### config.mk
export PLATFORM = sky130hd
export DESIGN_NAME = counter_stim_gen
export DESIGN_NICKNAME = d
export VERILOG_FILES = /design/src/rtl/counter_stim_gen_pkg.sv /design/src/rtl/stim_lfsr16.sv /design/src/rtl/counter_stim_gen.sv
export SDC_FILE = /design/constraint.sdc
export NUM_CORES = 1
export LEC_CHECK = 0
export ABC_AREA = 1
export ABC_CLOCK_PERIOD_IN_PS = 2800
export CELL_PAD_IN_SITES_DETAIL_PLACEMENT = 0
export CELL_PAD_IN_SITES_GLOBAL_PLACEMENT = 1
export CORE_MARGIN = 2
export CORE_UTILIZATION = 43
export DETAILED_ROUTE_END_ITERATION = 10
export PLACE_DENSITY_LB_ADDON = 0.1
export RECOVER_POWER = 100
export SLEW_MARGIN = 25
export SYNTH_ARGS = -nofsm -noshare
export SYNTH_HDL_FRONTEND = slang
export SYNTH_HIERARCHICAL = 1
export SYNTH_SLANG_ARGS = --single-unit
### constraint.sdc
create_clock -name clk -period 2.8 [get_ports clk]
set_input_delay 0.56 -clock clk [delete_from_list [all_inputs] [get_ports clk]]
set_output_delay 0.56 -clock clk [all_outputs]
set_load 0.05 [all_outputs]
### src/rtl/counter_stim_gen_pkg.sv
// Shared encodings for the counter stimulus generator: phase codes, LFSR
// constants and small helpers used by the generator and its LFSR.
package counter_stim_gen_pkg;

    typedef enum logic [3:0] {
        ST_IDLE   = 4'd0,
        ST_CLEAR  = 4'd1,
        ST_LOAD   = 4'd2,
        ST_UP     = 4'd3,
        ST_HOLD   = 4'd4,
        ST_DOWN   = 4'd5,
        ST_PRIO   = 4'd6,
        ST_RANDOM = 4'd7,
        ST_DONE   = 4'd8
    } state_t;

    localparam logic [15:0] LFSR_MASK    = 16'hB400;
    localparam logic [15:0] DEFAULT_SEED = 16'hACE1;

    function automatic int max3(input int a, input int b, input int c);
        int m;
        m = (a > b) ? a : b;
        return (m > c) ? m : c;
    endfunction

    // Galois step, shifting right; the mask is folded in when bit 0 falls out.
    function automatic logic [15:0] lfsr_step(input logic [15:0] v, input logic [15:0] mask);
        return {1'b0, v[15:1]} ^ (v[0] ? mask : 16'h0000);
    endfunction

    function automatic state_t next_phase(input state_t s);
        case (s)
            ST_CLEAR:  return ST_LOAD;
            ST_LOAD:   return ST_UP;
            ST_UP:     return ST_HOLD;
            ST_HOLD:   return ST_DOWN;
            ST_DOWN:   return ST_PRIO;
            ST_PRIO:   return ST_RANDOM;
            ST_RANDOM: return ST_DONE;
            ST_DONE:   return ST_DONE;
            default:   return ST_IDLE;
        endcase
    endfunction

endpackage

### src/rtl/stim_lfsr16.sv
// 16-bit Galois LFSR with seed load and advance enable, shared by stimulus
// generators; a zero seed is replaced so the register never locks up.
module stim_lfsr16
    import counter_stim_gen_pkg::*;
#(
    parameter logic [15:0] MASK       = LFSR_MASK,
    parameter logic [15:0] RESET_SEED = DEFAULT_SEED
) (
    input  logic        clk,
    input  logic        rst_n,
    input  logic        load_seed,
    input  logic [15:0] seed,
    input  logic        advance,
    output logic [15:0] value
);

    localparam logic [15:0] SAFE_RESET = (RESET_SEED == 16'h0000) ? DEFAULT_SEED : RESET_SEED;

    always_ff @(posedge clk or negedge rst_n) begin
        if (!rst_n) begin
            value <= SAFE_RESET;
        end else if (load_seed) begin
            value <= (seed == 16'h0000) ? DEFAULT_SEED : seed;
        end else if (advance) begin
            value <= lfsr_step(value, MASK);
        end
    end

endmodule

### src/rtl/counter_stim_gen.sv
// Directed-then-random stimulus generator for the N-bit up/down counter.
// Outputs are registered from the next-state decode so they line up with phase.
module counter_stim_gen
    import counter_stim_gen_pkg::*;
#(
    parameter int          N           = 3,
    parameter int          LOAD_VAL    = 5,
    parameter int          HOLD_CYCLES = 4,
    parameter int          RAND_CYCLES = 32,
    parameter logic [15:0] SEED        = 16'hACE1
) (
    input  logic         clk,
    input  logic         rst_n,
    input  logic         start,
    input  logic         abort,
    output logic         syn_clr,
    output logic         load,
    output logic         en,
    output logic         up,
    output logic [N-1:0] d,
    output logic [3:0]   phase,
    output logic         busy,
    output logic         done
);

    localparam int          SPAN      = (1 << N) + 1;
    localparam int          CNT_MAX   = max3(SPAN, HOLD_CYCLES, RAND_CYCLES);
    localparam int          CW        = $clog2(CNT_MAX + 1);
    localparam logic [15:0] SEED_EFF  = (SEED == 16'h0000) ? DEFAULT_SEED : SEED;
    localparam logic [31:0] LOAD_WORD = 32'(LOAD_VAL);

    state_t          state;
    state_t          next_state;
    logic [CW-1:0]   count;
    logic [CW-1:0]   next_count;
    logic            seed_load;
    logic            lfsr_advance;
    logic [15:0]     lfsr_value;
    logic            unused_lfsr_bits;

    logic            syn_clr_next;
    logic            load_next;
    logic            en_next;
    logic            up_next;
    logic [N-1:0]    d_next;
    logic            busy_next;
    logic            done_next;

    // Cycles remaining after the first one spent in a state.
    function automatic logic [CW-1:0] span_of(input state_t s);
        case (s)
            ST_UP, ST_DOWN: return CW'(SPAN - 1);
            ST_HOLD:        return CW'(HOLD_CYCLES - 1);
            ST_RANDOM:      return CW'(RAND_CYCLES - 1);
            default:        return '0;
        endcase
    endfunction

    stim_lfsr16 #(
        .MASK       (LFSR_MASK),
        .RESET_SEED (SEED_EFF)
    ) u_lfsr (
        .clk       (clk),
        .rst_n     (rst_n),
        .load_seed (seed_load),
        .seed      (SEED_EFF),
        .advance   (lfsr_advance),
        .value     (lfsr_value)
    );

    assign unused_lfsr_bits = ^lfsr_value;
    assign phase            = state;

    always_ff @(posedge clk or negedge rst_n) begin
        if (!rst_n) begin
            state   <= ST_IDLE;
            count   <= '0;
            syn_clr <= 1'b0;
            load    <= 1'b0;
            en      <= 1'b0;
            up      <= 1'b0;
            d       <= '0;
            busy    <= 1'b0;
            done    <= 1'b0;
        end else begin
            state   <= next_state;
            count   <= next_count;
            syn_clr <= syn_clr_next;
            load    <= load_next;
            en      <= en_next;
            up      <= up_next;
            d       <= d_next;
            busy    <= busy_next;
            done    <= done_next;
        end
    end

    // Outputs are decoded from the state being entered, so the LFSR value seen
    // here is the one that belongs to the coming RANDOM cycle.
    always_comb begin
        next_state   = state;
        next_count   = count;
        seed_load    = 1'b0;
        syn_clr_next = 1'b0;
        load_next    = 1'b0;
        en_next      = 1'b0;
        up_next      = 1'b0;
        d_next       = '0;

        if (abort) begin
            next_state = ST_IDLE;
        end else begin
            case (state)
                ST_IDLE: begin
                    if (start) next_state = ST_CLEAR;
                end
                ST_DONE: begin
                    if (start) begin
                        next_state = ST_CLEAR;
                        seed_load  = 1'b1;
                    end
                end
                default: begin
                    if (count == '0) next_state = next_phase(state);
                end
            endcase
        end

        if (next_state != state) begin
            next_count = span_of(next_state);
        end else if (count != '0) begin
            next_count = count - CW'(1);
        end

        lfsr_advance = (next_state == ST_RANDOM);

        case (next_state)
            ST_CLEAR: syn_clr_next = 1'b1;
            ST_LOAD: begin
                load_next = 1'b1;
                d_next    = LOAD_WORD[N-1:0];
            end
            ST_UP: begin
                en_next = 1'b1;
                up_next = 1'b1;
            end
            ST_DOWN: en_next = 1'b1;
            ST_PRIO: begin
                syn_clr_next = 1'b1;
                load_next    = 1'b1;
                en_next      = 1'b1;
                up_next      = 1'b1;
                d_next       = '1;
            end
            ST_RANDOM: begin
                syn_clr_next = (lfsr_value[15:12] == 4'h0);
                load_next    = (lfsr_value[11:9] == 3'h0);
                en_next      = lfsr_value[8];
                up_next      = lfsr_value[7];
                d_next       = lfsr_value[N-1:0];
            end
            default: ;
        endcase

        busy_next = (next_state != ST_IDLE) && (next_state != ST_DONE);
        done_next = (next_state == ST_DONE);
    end

endmodule

==> Yosys cells after proc, flatten, opt, wreduce, memory -nomap -nowiden <==
Memory sizes are Yosys's and may differ from the RTL's.
Cells that the tools add are included.
{ "op_classes": {"addsub": 1, "multipliers": 0, "div": 0, "order_cmp": 0, "n_eq_ne": 11, "shifts": 0, "mux": 18, "bitwise_logic": 1, "n_reduce_logical": 15} }
{ "op_table": {"columns": ["op", "count"], "rows": [
  ["2-to-1 mux 16 bit", 3],
  ["equality test 4 x 3 -> 1 bit, second input constant", 4],
  ["2-to-1 mux 4 bit", 4],
  ["bitwise XOR 15 x 16 -> 16 bit", 1],
  ["one-hot mux 5 bit (3 select lines)", 1],
  ["2-to-1 mux 6 bit", 2],
  ["OR reduction 2 bit", 5],
  ["one-hot mux 3 bit (3 select lines)", 1],
  ["equality test 4 x 2 -> 1 bit, second input constant", 2],
  ["equality test 4 bit, second input constant", 2],
  ["zero test 4 bit", 2],
  ["one-hot mux 1 bit (2 select lines)", 4],
  ["zero test 6 bit", 1],
  ["nonzero test 6 bit", 1],
  ["subtractor 6 x 1 -> 6 bit, second input constant", 1],
  ["equality test 4 x 1 -> 1 bit, second input constant", 1],
  ["!= test 4 bit", 1],
  ["!= test 4 bit, second input constant", 1],
  ["nonzero test 2 bit", 2],
  ["nonzero test 4 bit", 1],
  ["zero test 3 bit", 1],
  ["2-to-1 mux 1 bit", 3],
  ["OR reduction 3 bit", 1],
  ["logical AND 1 bit", 1]
]} }
{ "word_totals": {"ff_bits": 35, "latchBits": 0, "ramBits": 0, "rom_bits": 64, "in_bits": 4, "output_inout_bits": 13, "elab_cells": 57, "memories": 1} }
{ "mem_list": {"columns": ["name", "depth", "word_bits", "read_ports", "rd_clocked_by_memory_dff", "wr", "line_no", "text"], "rows": [
  ["(no name shown)", 16, 4, 1, 0, 0, "counter_stim_gen_pkg.sv:32", "case (s)"]
]} }

==> Depth between registers and ports, before layout <==
{ "logic_depth": {"depth_word": 8, "ltp_mapped": 14, "mapped_depth_nobuf": 14} }

==> Cells and area by module <==
The synthesis kept the hierarchy.
{ "modules_own_cells": {"columns": ["mod", "n_inst", "cells_per_inst", "area_each_um2", "seq_area_each_um2"], "rows": [
  ["counter_stim_gen", 1, 161, 1330.0, 475.5],
  ["stim_lfsr16", 1, 127, 928.4, 410.4]
]} }

==> Worst setup path after synthesis <==
No wires, ideal clock.
{ "synth_path": {"kind": "register -> register", "startpoint": "reg state[0], in the netlist phase[0]", "endpoint": "reg u_lfsr.value[14]", "setup_ns": 0.126, "arrival_ns": 2.310, "required_ns": 2.674, "path_slack_ns": 0.364, "stages_incl_launch_ff": 13, "n_path_buf": 0, "period_less_slack_ns": 2.436, "cell_sequence": "dfrtp_1 -> inv_1 -> ha_1 -> inv_1 -> nor2_2 -> a31oi_1 -> nand2_4 -> nor2_2 -> nand2_2 -> clkinv_2 -> inv_2 -> o21ai_0 -> a21oi_1"} }
{ "synth_via": {"elab_chain_cells": 6, "word_cells_on_any_way": 13, "cone_classes": "2 x eq/ne; 7 x mux; 3 x reduce/logical; 1 x memory"} }
{ "synth_rtl": {"columns": ["element", "line_no", "text"], "rows": [
  ["start, declared", "counter_stim_gen.sv:32", "state_t state;"],
  ["start signal, assigned", "counter_stim_gen.sv:86", "state <= next_state;"],
  ["memory read (16 x 4 bit), or another cell as far along", null, null],
  ["2-to-1 mux 4 bit / OR reduction 2 bit (equally long branches)", null, null],
  ["2-to-1 mux 4 bit (*)", null, null],
  ["2-to-1 mux 4 bit (*)", "counter_stim_gen.sv:110", "if (abort) begin"],
  ["equality test 4 x 3 -> 1 bit (*)", "counter_stim_gen.sv:135", "lfsr_advance = (next_state == ST_RANDOM);"],
  ["net lfsr_advance", "counter_stim_gen.sv:37", "logic lfsr_advance;"],
  ["nonzero test 2 bit (no line) (*)", null, null],
  ["end signal, assigned", "stim_lfsr16.sv:23", "value <= (seed == 16'h0000) ? DEFAULT_SEED : seed;"],
  ["end signal, assigned", "stim_lfsr16.sv:25", "value <= lfsr_step(value, MASK);"],
  ["end, declared", "stim_lfsr16.sv:14", "output logic [15:0] value"]
]} }
The timed path passes the listed nets; every way through them passes the cells marked *.
A chain may end at the register's enable or synchronous reset.

==> Final worst setup path <==
{ "layout_path": {"startpoint": "reg count[0]", "endpoint": "reg u_lfsr.value[14]"} }
{ "layout_via": {"elab_chain_cells": 6} }
{ "layout_rtl": {"columns": ["element", "line_no", "text"], "rows": [
  ["start, declared", "counter_stim_gen.sv:34", "logic [CW-1:0] count;"],
  ["start signal, assigned", "counter_stim_gen.sv:87", "count <= next_count;"],
  ["zero test 6 bit", "counter_stim_gen.sv:124", "if (count == '0) next_state = next_phase(state);"],
  ["2-to-1 mux 4 bit", "counter_stim_gen.sv:124", null],
  ["2-to-1 mux 4 bit", null, null],
  ["2-to-1 mux 4 bit", "counter_stim_gen.sv:110", null],
  ["equality test 4 x 3 -> 1 bit", "counter_stim_gen.sv:135", null],
  ["net lfsr_advance", "counter_stim_gen.sv:37", null],
  ["nonzero test 2 bit (no line)", null, null]
]} }
The timed path passes the listed nets, and every way through them passes these cells.

==> flow_summary.ini <==
[critical_path]
start_kind = flip-flop
path_cells = inv_1 -> ha_1 -> nand3_4 -> nor2_1 -> o21ai_0 -> nor2_4 -> nand2_2 -> clkinv_2 -> nor2_8 -> inv_2 -> nor2_1 -> a21oi_1
cp.required_ns = 2.96
path_class = flip-flop to flip-flop
cpPeakStageDelay_ns = 0.50
r2r_cells = 12
cpMostUsedCell = nor2_1
crit_fanout = 16
slowest_stage = o21ai_0
arrival_ns = 2.61
endpoint_kind = flip-flop

[floorplanning]
core_um2 = 5070
io_pins = 17
start_util_pct = 44.5
die_h_um = 76.5
die_w_um = 76.5
num_rows = 26
die_area_um2 = 5850

[sta]
final.setup.tns_ns = 0
worst_slew_pin_slew_ns = 1.88
finalMaxSlewViolations = 36
slew_headroom_pct = -25.5
rsz0062_at_grt = no
hold_viol_final = 0
finalCriticalPeriod_ns = 2.44
setup_viol = 0
max_freq_mhz = 409
skew_ns = 0.00680
finalCritPeriodShare_pct = 87.3

[drt]
wl_mm = 4.44
via_per_inst = 4.40
drt_iter0_markers = 37
routed.top_layer = met4
ant_nets = 0
first_pass_iters = 4
num_vias = 1801
wl_met2_mm = 2.22
routedWlPerCell_um = 10.8
dr_wl_met3_um = 105
drc = 0
drt-met1-wl_mm = 2.07

[synth]
yosysTopAreaCellShare_pct = 29.9
yosysSeqAreaShare_pct = 39.2
syn_inst = 288
synthTopCellsByArea = dfrtp_1 30%, nand2_1 14%, dfstp_2 9.3%
synth.avg_cell_area_um2 = 7.84
synthDistinctLibCells = 38
yosysMostFrequentCell = nand2_1
synthArstFlopShare_pct = 100
synth_seq_cells = 35
yosysTopAreaCell = dfrtp_1
synth_edf_count = 0
syn_area_um2 = 2260
ys_top_cells_by_count = 84 x nand2_1, 39 x nor2_1, 27 x dfrtp_1, 20 x inv_1, 12 x a21oi_1
yosysWarningCount = 6
ys.flop_type = dfrtp_1

[hold_path]
whs_path_depth = 2
hold_class = flip-flop to flip-flop

[clock_tree]
clk_path_buf_depth = 2
cts-root-buf = clkbuf_8
cts_tree = yes
path_clk_slew_ns = 0.07
h-tree-depth = 2
hold_buffers = 0
cts_resized = 0
post_cts_buffers = 0
clk_latency_ns = 0.28
numCtsBuffers = 5
cts.sinks = 35

[place]
port_buffers = 16
dp.cells = 401
gp_congestion = 0.800
dp_hpwl_mm = 3.30

[power_and_ir_drop]
p_clk_share_pct = 16.2
leakagePower_nw = 1.35
switching_share_pct = 44.2
p_int_mw = 1.35
switching_power_mw = 1.07
vdd_ir_drop_max_uv = 364
power_frac_comb_pct = 47.9
pwr-share-seq_pct = 35.8
p_per_area_nw_per_um2 = 916

[global_routing]
grt_max_degree = 36
overflow = 0
grt_pass1_wl_mm = 8.18
antenna_found_initial = 0
grt_pass1_vias = 1856
grt_usage_pct = 17.2

[layout]
fin_cells = 409
antenna_cells = 0
area_growth_pct = 17.3
drive_gt1_share_pct = 15.0
layout.nets = 348

[run_status]
status = complete, but fails checks
violations = capacitance limit, slew limit

[flow_run]
cap_violations = 1
[cell type report]
class	instances	area, µm²
inverter	26	103
sequential	35	886
timing repair buffer	18	171
tap	70	87.6
clock buffer	8	100
multi-input combinational	252	1300
fill	522	2430
[kinds of logic (layout without fill, tap and decap cells)]
family	count (synthesis)	count (layout)	synth area share, %
buf+inv	31	52	6.81
flops	35	35	39.2
simple gates	171	171	38.6
compound gates	39	39	10.1
xor+xnor	4	4	1.55
fa+ha+maj	6	6	3.32
other cells	2	32	0.333
[layout by cell type, fill, tap and decap left out, drive strengths merged]
cell type / count
and2: 1
nor3: 1
inv: 24
buf: 1
xnor2: 2
a21boi: 1
nand3: 12
clkinv: 1
clkbuf: 9
o21ai: 18
clkinvlp: 1
a21oi: 13
dfrtp: 27
xor2: 2
a31oi: 2
nand4: 7
nand2: 97
nor2: 51
clkdlybuf4s50: 3
o31ai: 1
or3: 1
ha: 6
conb: 32
a22oi: 2
o211ai: 2
nor4: 1
dfstp: 8
dlygate4sd3: 13
[power groups by stage]
stage,Sequential [mW],Clock [mW],Combinational [mW]
4_1_cts,0.875,0.412,1.24
5_1_grt,0.900,0.428,1.31
3_5_place_dp,0.882,0,1.23
3_3_place_gp,0.883,0,1.23
2_1_floorplan,0.976,0,0.859
6_report,0.870,0.394,1.16
[critical path: cells and delay by family, from the launching register on]
| kind | cells | cell delay [ns] |
|---|---|---|
| AO/OA/AOI/OAI | 2 | 0.55 |
| adder cells (fa/ha/maj) | 1 | 0.25 |
| buffers and inverters | 3 | 0.35 |
| flip-flops | 1 | 0.38 |
| AND/OR/NAND/NOR | 6 | 0.81 |
[metrics by stage]
stage                     setup slack, ns  hold slack, ns  cell area, µm²  power, mW  util, %
after floorplan                     0.364           0.264            2370       1.83        -
after global placement              0.301           0.464            2590       2.11     51.0
after detailed placement            0.274           0.465            2590       2.11     51.0
after CTS                           0.375           0.475            2690       2.53     53.0
after global routing               0.0701           0.495            2650       2.64     52.2
final                               0.356           0.470            2650       2.43     52.2
[metal layers]
metal / vias to the layer above / track usage, %
li1: 987 / -
met5: - / 0
met2: 19 / 31.4
met3: 5 / 3.67
met1: 790 / 20.6
met4: 0 / 3.82
[path summary, 6_finish.rpt]
path,startpoint,end,slack (ns)
min in group asynchronous,rst_n,u_lfsr/value[1],1.27
hold / removal,u_lfsr/value[6],u_lfsr/value[6],0.47
setup / recovery,count[0],u_lfsr/value[14],0.36
max in group asynchronous,rst_n,count[0],0.46
setup reg to reg,count[0],u_lfsr/value[14],0.36
hold reg to reg,u_lfsr/value[6],u_lfsr/value[6],0.47
[flip-flops by register name (all words and copies together), names as in the netlist]
| register | count |
|---|---|
| done | 1 |
| load | 1 |
| syn_clr | 1 |
| u_lfsr/value | 16 |
| up | 1 |
| d | 3 |
| en | 1 |
| phase | 4 |
| count | 6 |
| busy | 1 |
Note: power is estimated with default switching activity, not from simulation.
